<file path="src/rtl/vga_timing_gen.sv">
// Free-running VGA raster timing generator, 1024x768 @ 60 Hz by default.
// Every output is a flop loaded from the decode of the next counter position.
module vga_timing_gen #(
  parameter int H_ADDR = 1024,
  parameter int H_FP   = 24,
  parameter int H_SYNC = 136,
  parameter int H_BP   = 160,
  parameter int V_ADDR = 768,
  parameter int V_FP   = 3,
  parameter int V_SYNC = 6,
  parameter int V_BP   = 29,
  parameter int CNT_W  = 11
) (
  input  logic             clk_i,
  input  logic             rst_n_i,
  input  logic             en_i,
  output logic [CNT_W-1:0] hcount_o,
  output logic [CNT_W-1:0] vcount_o,
  output logic             hblnk_o,
  output logic             vblnk_o,
  output logic             hsync_o,
  output logic             vsync_o,
  output logic             line_start_o,
  output logic             frame_start_o
);

  localparam int H_TOTAL = H_ADDR + H_FP + H_SYNC + H_BP;
  localparam int V_TOTAL = V_ADDR + V_FP + V_SYNC + V_BP;

  localparam logic [CNT_W-1:0] H_LAST     = CNT_W'(H_TOTAL - 1);
  localparam logic [CNT_W-1:0] V_LAST     = CNT_W'(V_TOTAL - 1);
  localparam logic [CNT_W-1:0] H_BLNK_BEG = CNT_W'(H_ADDR);
  localparam logic [CNT_W-1:0] V_BLNK_BEG = CNT_W'(V_ADDR);
  localparam logic [CNT_W-1:0] H_SYNC_BEG = CNT_W'(H_ADDR + H_FP);
  localparam logic [CNT_W-1:0] H_SYNC_END = CNT_W'(H_ADDR + H_FP + H_SYNC);
  localparam logic [CNT_W-1:0] V_SYNC_BEG = CNT_W'(V_ADDR + V_FP);
  localparam logic [CNT_W-1:0] V_SYNC_END = CNT_W'(V_ADDR + V_FP + V_SYNC);

  logic [CNT_W-1:0] hcount_q, hcount_d;
  logic [CNT_W-1:0] vcount_q, vcount_d;
  logic             hblnk_q, hblnk_d;
  logic             vblnk_q, vblnk_d;
  logic             hsync_q, hsync_d;
  logic             vsync_q, vsync_d;
  logic             line_start_q, line_start_d;
  logic             frame_start_q, frame_start_d;
  logic             h_wrap;
  logic             v_wrap;

  // >= rather than == so an upset counter falls back to 0 on the next enabled edge
  always_comb begin
    h_wrap   = (hcount_q >= H_LAST);
    v_wrap   = (vcount_q >= V_LAST);
    hcount_d = h_wrap ? '0 : hcount_q + CNT_W'(1);
    if (h_wrap) begin
      vcount_d = v_wrap ? '0 : vcount_q + CNT_W'(1);
    end else begin
      vcount_d = (vcount_q > V_LAST) ? '0 : vcount_q;
    end

    hblnk_d       = (hcount_d >= H_BLNK_BEG);
    vblnk_d       = (vcount_d >= V_BLNK_BEG);
    hsync_d       = (hcount_d >= H_SYNC_BEG) && (hcount_d < H_SYNC_END);
    vsync_d       = (vcount_d >= V_SYNC_BEG) && (vcount_d < V_SYNC_END);
    line_start_d  = (hcount_d == '0);
    frame_start_d = (hcount_d == '0) && (vcount_d == '0);
  end

  // Reset state matches the decode of position (0,0), so strobes come up high
  always_ff @(posedge clk_i or negedge rst_n_i) begin
    if (!rst_n_i) begin
      hcount_q      <= '0;
      vcount_q      <= '0;
      hblnk_q       <= 1'b0;
      vblnk_q       <= 1'b0;
      hsync_q       <= 1'b0;
      vsync_q       <= 1'b0;
      line_start_q  <= 1'b1;
      frame_start_q <= 1'b1;
    end else if (en_i) begin
      hcount_q      <= hcount_d;
      vcount_q      <= vcount_d;
      hblnk_q       <= hblnk_d;
      vblnk_q       <= vblnk_d;
      hsync_q       <= hsync_d;
      vsync_q       <= vsync_d;
      line_start_q  <= line_start_d;
      frame_start_q <= frame_start_d;
    end
  end

  assign hcount_o      = hcount_q;
  assign vcount_o      = vcount_q;
  assign hblnk_o       = hblnk_q;
  assign vblnk_o       = vblnk_q;
  assign hsync_o       = hsync_q;
  assign vsync_o       = vsync_q;
  assign line_start_o  = line_start_q;
  assign frame_start_o = frame_start_q;

endmodule

</file>
<file path="config.mk">
export PLATFORM = sky130hd
export DESIGN_NAME = vga_timing_gen
export DESIGN_NICKNAME = d
export VERILOG_FILES = /design/src/rtl/vga_timing_gen.sv
export SDC_FILE = /design/constraint.sdc
export NUM_CORES = 1
export LEC_CHECK = 0
export ABC_CLOCK_PERIOD_IN_PS = 6530
export CAP_MARGIN = 20
export CORE_ASPECT_RATIO = 1.1
export CORE_MARGIN = 4
export CORE_UTILIZATION = 40
export DETAILED_ROUTE_END_ITERATION = 12
export GPL_ROUTABILITY_DRIVEN = 0
export HOLD_SLACK_MARGIN = 0.15
export SYNTH_ARGS = -nofsm -noshare
export SYNTH_HDL_FRONTEND = slang
export SYNTH_SLANG_ARGS = --single-unit
</file>
<file path="constraint.sdc">
create_clock -name clk_i -period 6.53 [get_ports clk_i]
set_input_delay 1.306 -clock clk_i [delete_from_list [all_inputs] [get_ports clk_i]]
set_output_delay 1.306 -clock clk_i [all_outputs]
set_load 0.01 [all_outputs]
</file>
# After elaboration in Yosys (flattened, before gate mapping)
# Cells that the tools add are included.
[op_classes] n_addsub=2 order_cmp=9 mux=4 n_reduce_logical=5
[op_table] operator="$mux 11" count=4
[op_table] operator="$ge 11x10->1 const B" count=3
[op_table] operator="$ge 11x11->1 const B" count=3
[op_table] operator="$add 11x1->11 const B" count=2
[op_table] operator="$logic_not 11->1" count=2
[op_table] operator="$gt 11x10->1 const B" count=1
[op_table] operator="$lt 11x10->1 const B" count=1
[op_table] operator="$lt 11x11->1 const B" count=1
[op_table] operator="$logic_and 1x1->1" count=3
[word_totals] reg_bits=28 out_inout_bits=28 elab_cells=28

# Depth between registers and ports, before layout
[logic_depth] depth_word=5 depth_mapped=10

# Worst setup path after synthesis
# OpenSTA, ideal clock, no wires.
[synth_path] kind="flip-flop to flip-flop" from="register hcount_q[0] (netlist: hcount_o[0])" to="register vsync_q (netlist: vsync_o)" arrival_ps=2421 required_ps=6427 slack_ps=4006 path_stages_with_launch=11 cell_sequence="dfrtp_1 -> ha_1 -> buf_6 -> nand3_2 -> o21ai_2 -> o31a_1 -> buf_4 -> nand3b_1 -> a21boi_0 -> or4_4 -> o41ai_2"
[synth_via] elab_chain_cells=4
[synth_lines] element="start: declaration" line="39" text="logic [CNT_W-1:0] hcount_q, hcount_d;"
[synth_lines] element="start signal: assignment" line="81" text="hcount_q <= hcount_d;"
[synth_lines] element="$ge 11x11->1 *" line="52" text="h_wrap = (hcount_q >= H_LAST);"
[synth_lines] element="$mux 11 *" line="55" text="if (h_wrap) begin"
[synth_lines] element="$ge 11x10->1 / $lt 11x10->1 (equally long branches)" line="64" text="vsync_d = (vcount_d >= V_SYNC_BEG) && (vcount_d < V_SYNC_END);"
[synth_lines] element="$logic_and 1x1->1 *" line="64"
[synth_lines] element="end signal: assignment" line="86" text="vsync_q <= vsync_d;"
[synth_lines] element="end: declaration" line="44" text="logic vsync_q, vsync_d;"
# Mark *: on every way between the ends. The rest lies on a longest branch, timed or not.
# A chain may end at the register's enable or synchronous reset.

# Worst setup path after layout
# Same ends and word-level chain as after synthesis.

==> results.py <==
metrics = {
    "setup_path": {
        "crit_fanout": 21,
        "r2r_start": "hcount_o[0]$_DFFE_PN0P_",
        "startpoint_type": "flop",
        "arrival_ns": 3.50,
        "crit_type": "flop to flop",
        "reg2reg_to": "vsync_o$_DFFE_PN0P_",
        "worstSetupEndpointType": "flop",
        "worstRegToRegCells": 8,
        "critPathRequiredTime_ns": 6.71,
        "rrSetupSlack_ns": 3.21,
    },
    "timing": {
        "hold_viol_final": 0,
        "relSlewSlack": 0.472,
        "worstMarginPinSlew_ns": 0.792,
        "finalSetupViolCount": 0,
        "drv_slew": 0,
        "tns_ns": 0,
        "max_freq_mhz": 301,
        "period_share": 0.509,
        "fin_crit_ns": 3.32,
        "skew_ns": 0.00224,
        "rsz0062_at_grt": "false",
    },
    "clock_tree": {
        "clkTransAtPathRegs_ns": 0.09,
        "clockBufferDepth": 2,
        "cts-hold-fix-buffers": 0,
        "ctsResizeCount": 0,
        "cts_max_level": 1,
        "post_cts_buffers": 0,
        "cts_made_buffers": 3,
        "cts_tree": "built",
        "cts_root_buf": "clkbuf_8",
        "cts_sinks": 27,
        "clock_latency_ns": 0.27,
    },
    "synth": {
        "synth_cells": 243,
        "yosysMostFrequentCell": "nand2_1",
        "synth_edf_count": 0,
        "syn_nets": 249,
        "yosysWarnings": 0,
        "yosys_register_bits": 27,
        "syn_area_sq_um": 1970,
        "postSynthAreaPerCell_sq_um": 8.11,
        "yosys-top-cells-count": "38 x nand2_1, 30 x o21ai_0, 25 x dfrtp_1, 12 x nor2_1",
        "yosysTopAreaCell": "dfrtp_1",
        "synthArstFlopShare": 1.00,
        "synth_flop_cell": "dfrtp_1",
        "yosysUniqueCellTypes": 53,
        "synth_top_area_frac": 0.317,
        "synth-seq-area-share": 0.344,
        "synth.top_cells.by_area": "dfrtp_1 32%, o21ai_0 7.6%, nand2_1 7.2%, buf_6 3.4%, buf_4 3.0%",
    },
    "detailed_routing": {
        "drt_iter0_markers": 179,
        "vias": 1797,
        "dr.pass1.iters": 4,
        "routed_wirelength_mm": 4.66,
        "drc": 0,
        "vias_per_cell": 5.72,
        "ant_nets": 0,
        "wl_per_cell_microns": 14.8,
    },
    "job": {
        "cap_violations": 0,
    },
    "global_routing": {
        "grt_util_all_layers": 0.167,
        "gr-total-overflow": 0,
        "grt_max_degree": 38,
        "antenna_found_initial": 0,
        "grt_pass1_vias": 1698,
        "grt_pass1_wl_mm": 8.24,
    },
    "floorplanning": {
        "core_sq_um": 4720,
        "die_area_sq_um": 6120,
        "initial_core_util": 0.418,
        "die_h_microns": 81.6,
        "fp-row-count": 26,
        "die_w_microns": 74.9,
        "io_pins": 31,
    },
    "min_path": {
        "hold_path_depth": 2,
        "worstHoldStart": "line_start_o$_DFFE_PN1P_",
        "hold_class": "flop to flop",
        "min_delay_worst_endpoint": "line_start_o$_DFFE_PN1P_",
    },
    "outcome": {
        "status": "finished, final reports clean",
    },
    "finish": {
        "fill_cells": 492,
        "layout-drive-gt1-share": 0.0853,
        "stdcell_area_sq_um": 2250,
        "diodes": 0,
        "multi_input_area_sq_um": 1100,
        "ff_latch_area_sq_um": 678,
        "syn_to_final_growth_pct": 14.0,
        "nets": 265,
    },
    "pwr": {
        "power.leakage_nw": 0.863,
        "powerDensity_nw_per_um2": 244,
        "irDropWorstVdd_v": 0.000121,
    },
    "placed_design": {
        "io_buffers": 30,
        "dp_hpwl_mm": 3.32,
        "place_area_sq_um": 2200,
    },
}
[per-stage QoR]
| stage | worst slack [ns] | std cells | total power, mW | hold slack (ns) | util |
|---|---|---|---|---|---|
| 5_1_grt | 2.94 | 314 | 0.597 | 0.514 | 0.476 |
| 3_5_place_dp | 3.25 | 310 | 0.458 | 0.466 | 0.467 |
| 6_report | 3.21 | 314 | 0.549 | 0.477 | 0.476 |
| 3_3_place_gp | 3.37 | 310 | 0.459 | 0.463 | 0.467 |
| 2_1_floorplan | 4.01 | 243 | 0.400 | 0.474 | - |
| 4_1_cts | 3.24 | 314 | 0.557 | 0.484 | 0.476 |
[per-layer routing]
layer | up-vias | GRT usage | wire length (microns)
met3 | 4 | 0.0171 | 170
met4 | 0 | 0.0427 | 36
met5 | - | 0 | 0
li1 | 898 | - | -
met2 | 42 | 0.286 | 2350
met1 | 853 | 0.223 | 2110
[kinds of logic (layout without fill, tap and decap cells)]
logic type,count (synthesis),after routing,synth area share
AO/OA/AOI/OAI,72,72,0.237
XOR/XNOR,1,1,0.00444
adder cells (fa/ha/maj),3,3,0.0190
buffers and inverters,32,47,0.100
flip-flops,27,27,0.344
multiplexers,5,5,0.0273
AND/OR/NAND/NOR,103,103,0.268
[how the worst max path moves through the flow]
stage | slack [ns] | to | startpoint | cells after the start
after floorplan | 4.01 | vsync_o$_DFFE_PN0P_ | hcount_o[0]$_DFFE_PN0P_ | 10
after detailed placement | 3.25 | vsync_o$_DFFE_PN0P_ | hcount_o[0]$_DFFE_PN0P_ | 8
after global placement | 3.37 | vsync_o$_DFFE_PN0P_ | hcount_o[0]$_DFFE_PN0P_ | 8
after CTS | 3.24 | vsync_o$_DFFE_PN0P_ | hcount_o[0]$_DFFE_PN0P_ | 8
final | 3.21 | vsync_o$_DFFE_PN0P_ | hcount_o[0]$_DFFE_PN0P_ | 8
after global routing | 2.94 | frame_start_o$_DFFE_PN1P_ | hcount_o[0]$_DFFE_PN0P_ | 8
[placed cells by master, fill, tap and decap left out, types with 2 or more instances in the layout]
| cell | count |
|---|---|
| nand4_1 | 3 |
| o22ai_1 | 8 |
| dfrtp_1 | 25 |
| mux2_2 | 3 |
| nand2_1 | 38 |
| nor4_1 | 2 |
| clkbuf_8 | 3 |
| nand2b_1 | 7 |
| o31ai_1 | 4 |
| nand3_2 | 2 |
| nand3_1 | 11 |
| o41ai_2 | 2 |
| a211oi_1 | 3 |
| a22o_1 | 2 |
| inv_1 | 11 |
| o21ai_0 | 30 |
| nor2b_1 | 3 |
| nand3b_1 | 3 |
| mux2i_1 | 2 |
| dfstp_2 | 2 |
| nor3_1 | 4 |
| and3_1 | 5 |
| nor2_1 | 12 |
| o221ai_1 | 2 |
| or4_1 | 2 |
| clkdlybuf4s50_1 | 30 |
| buf_4 | 2 |
| a21oi_1 | 9 |
| and2_1 | 3 |
| ha_1 | 3 |
[power by group]
part	total [mW]	switching, mW	internal [mW]
Combinational	0.197	0.0943	0.103
Sequential	0.258	0.0640	0.194
Clock	0.0941	0.0514	0.0427
[final cells by class]
cell class              instances  share of cell area
well taps                      56              0.0312
clock buffers                   3              0.0184
multi-input cells             184               0.488
clock inverters                 1             0.00223
repair buffers                 32               0.140
flip-flops and latches         27               0.302
inverters                      11              0.0184
[flip-flops by register name, indices dropped and copies added (netlist names)]
register,count
hsync_o,1
vsync_o,1
hcount_o,11
vcount_o,11
vblnk_o,1
frame_start_o,1
line_start_o,1
[worst max-delay path, stage by stage, from the launching register on]
cell      delay [ns]
dfrtp_1         0.49
ha_1            0.37
nand3_2         0.16
o21ai_2         0.18
o31a_1          0.67
a21o_1          0.35
a21boi_0        0.14
or4_4           0.56
o41ai_2         0.31
Power figures use the tool's default switching activity.
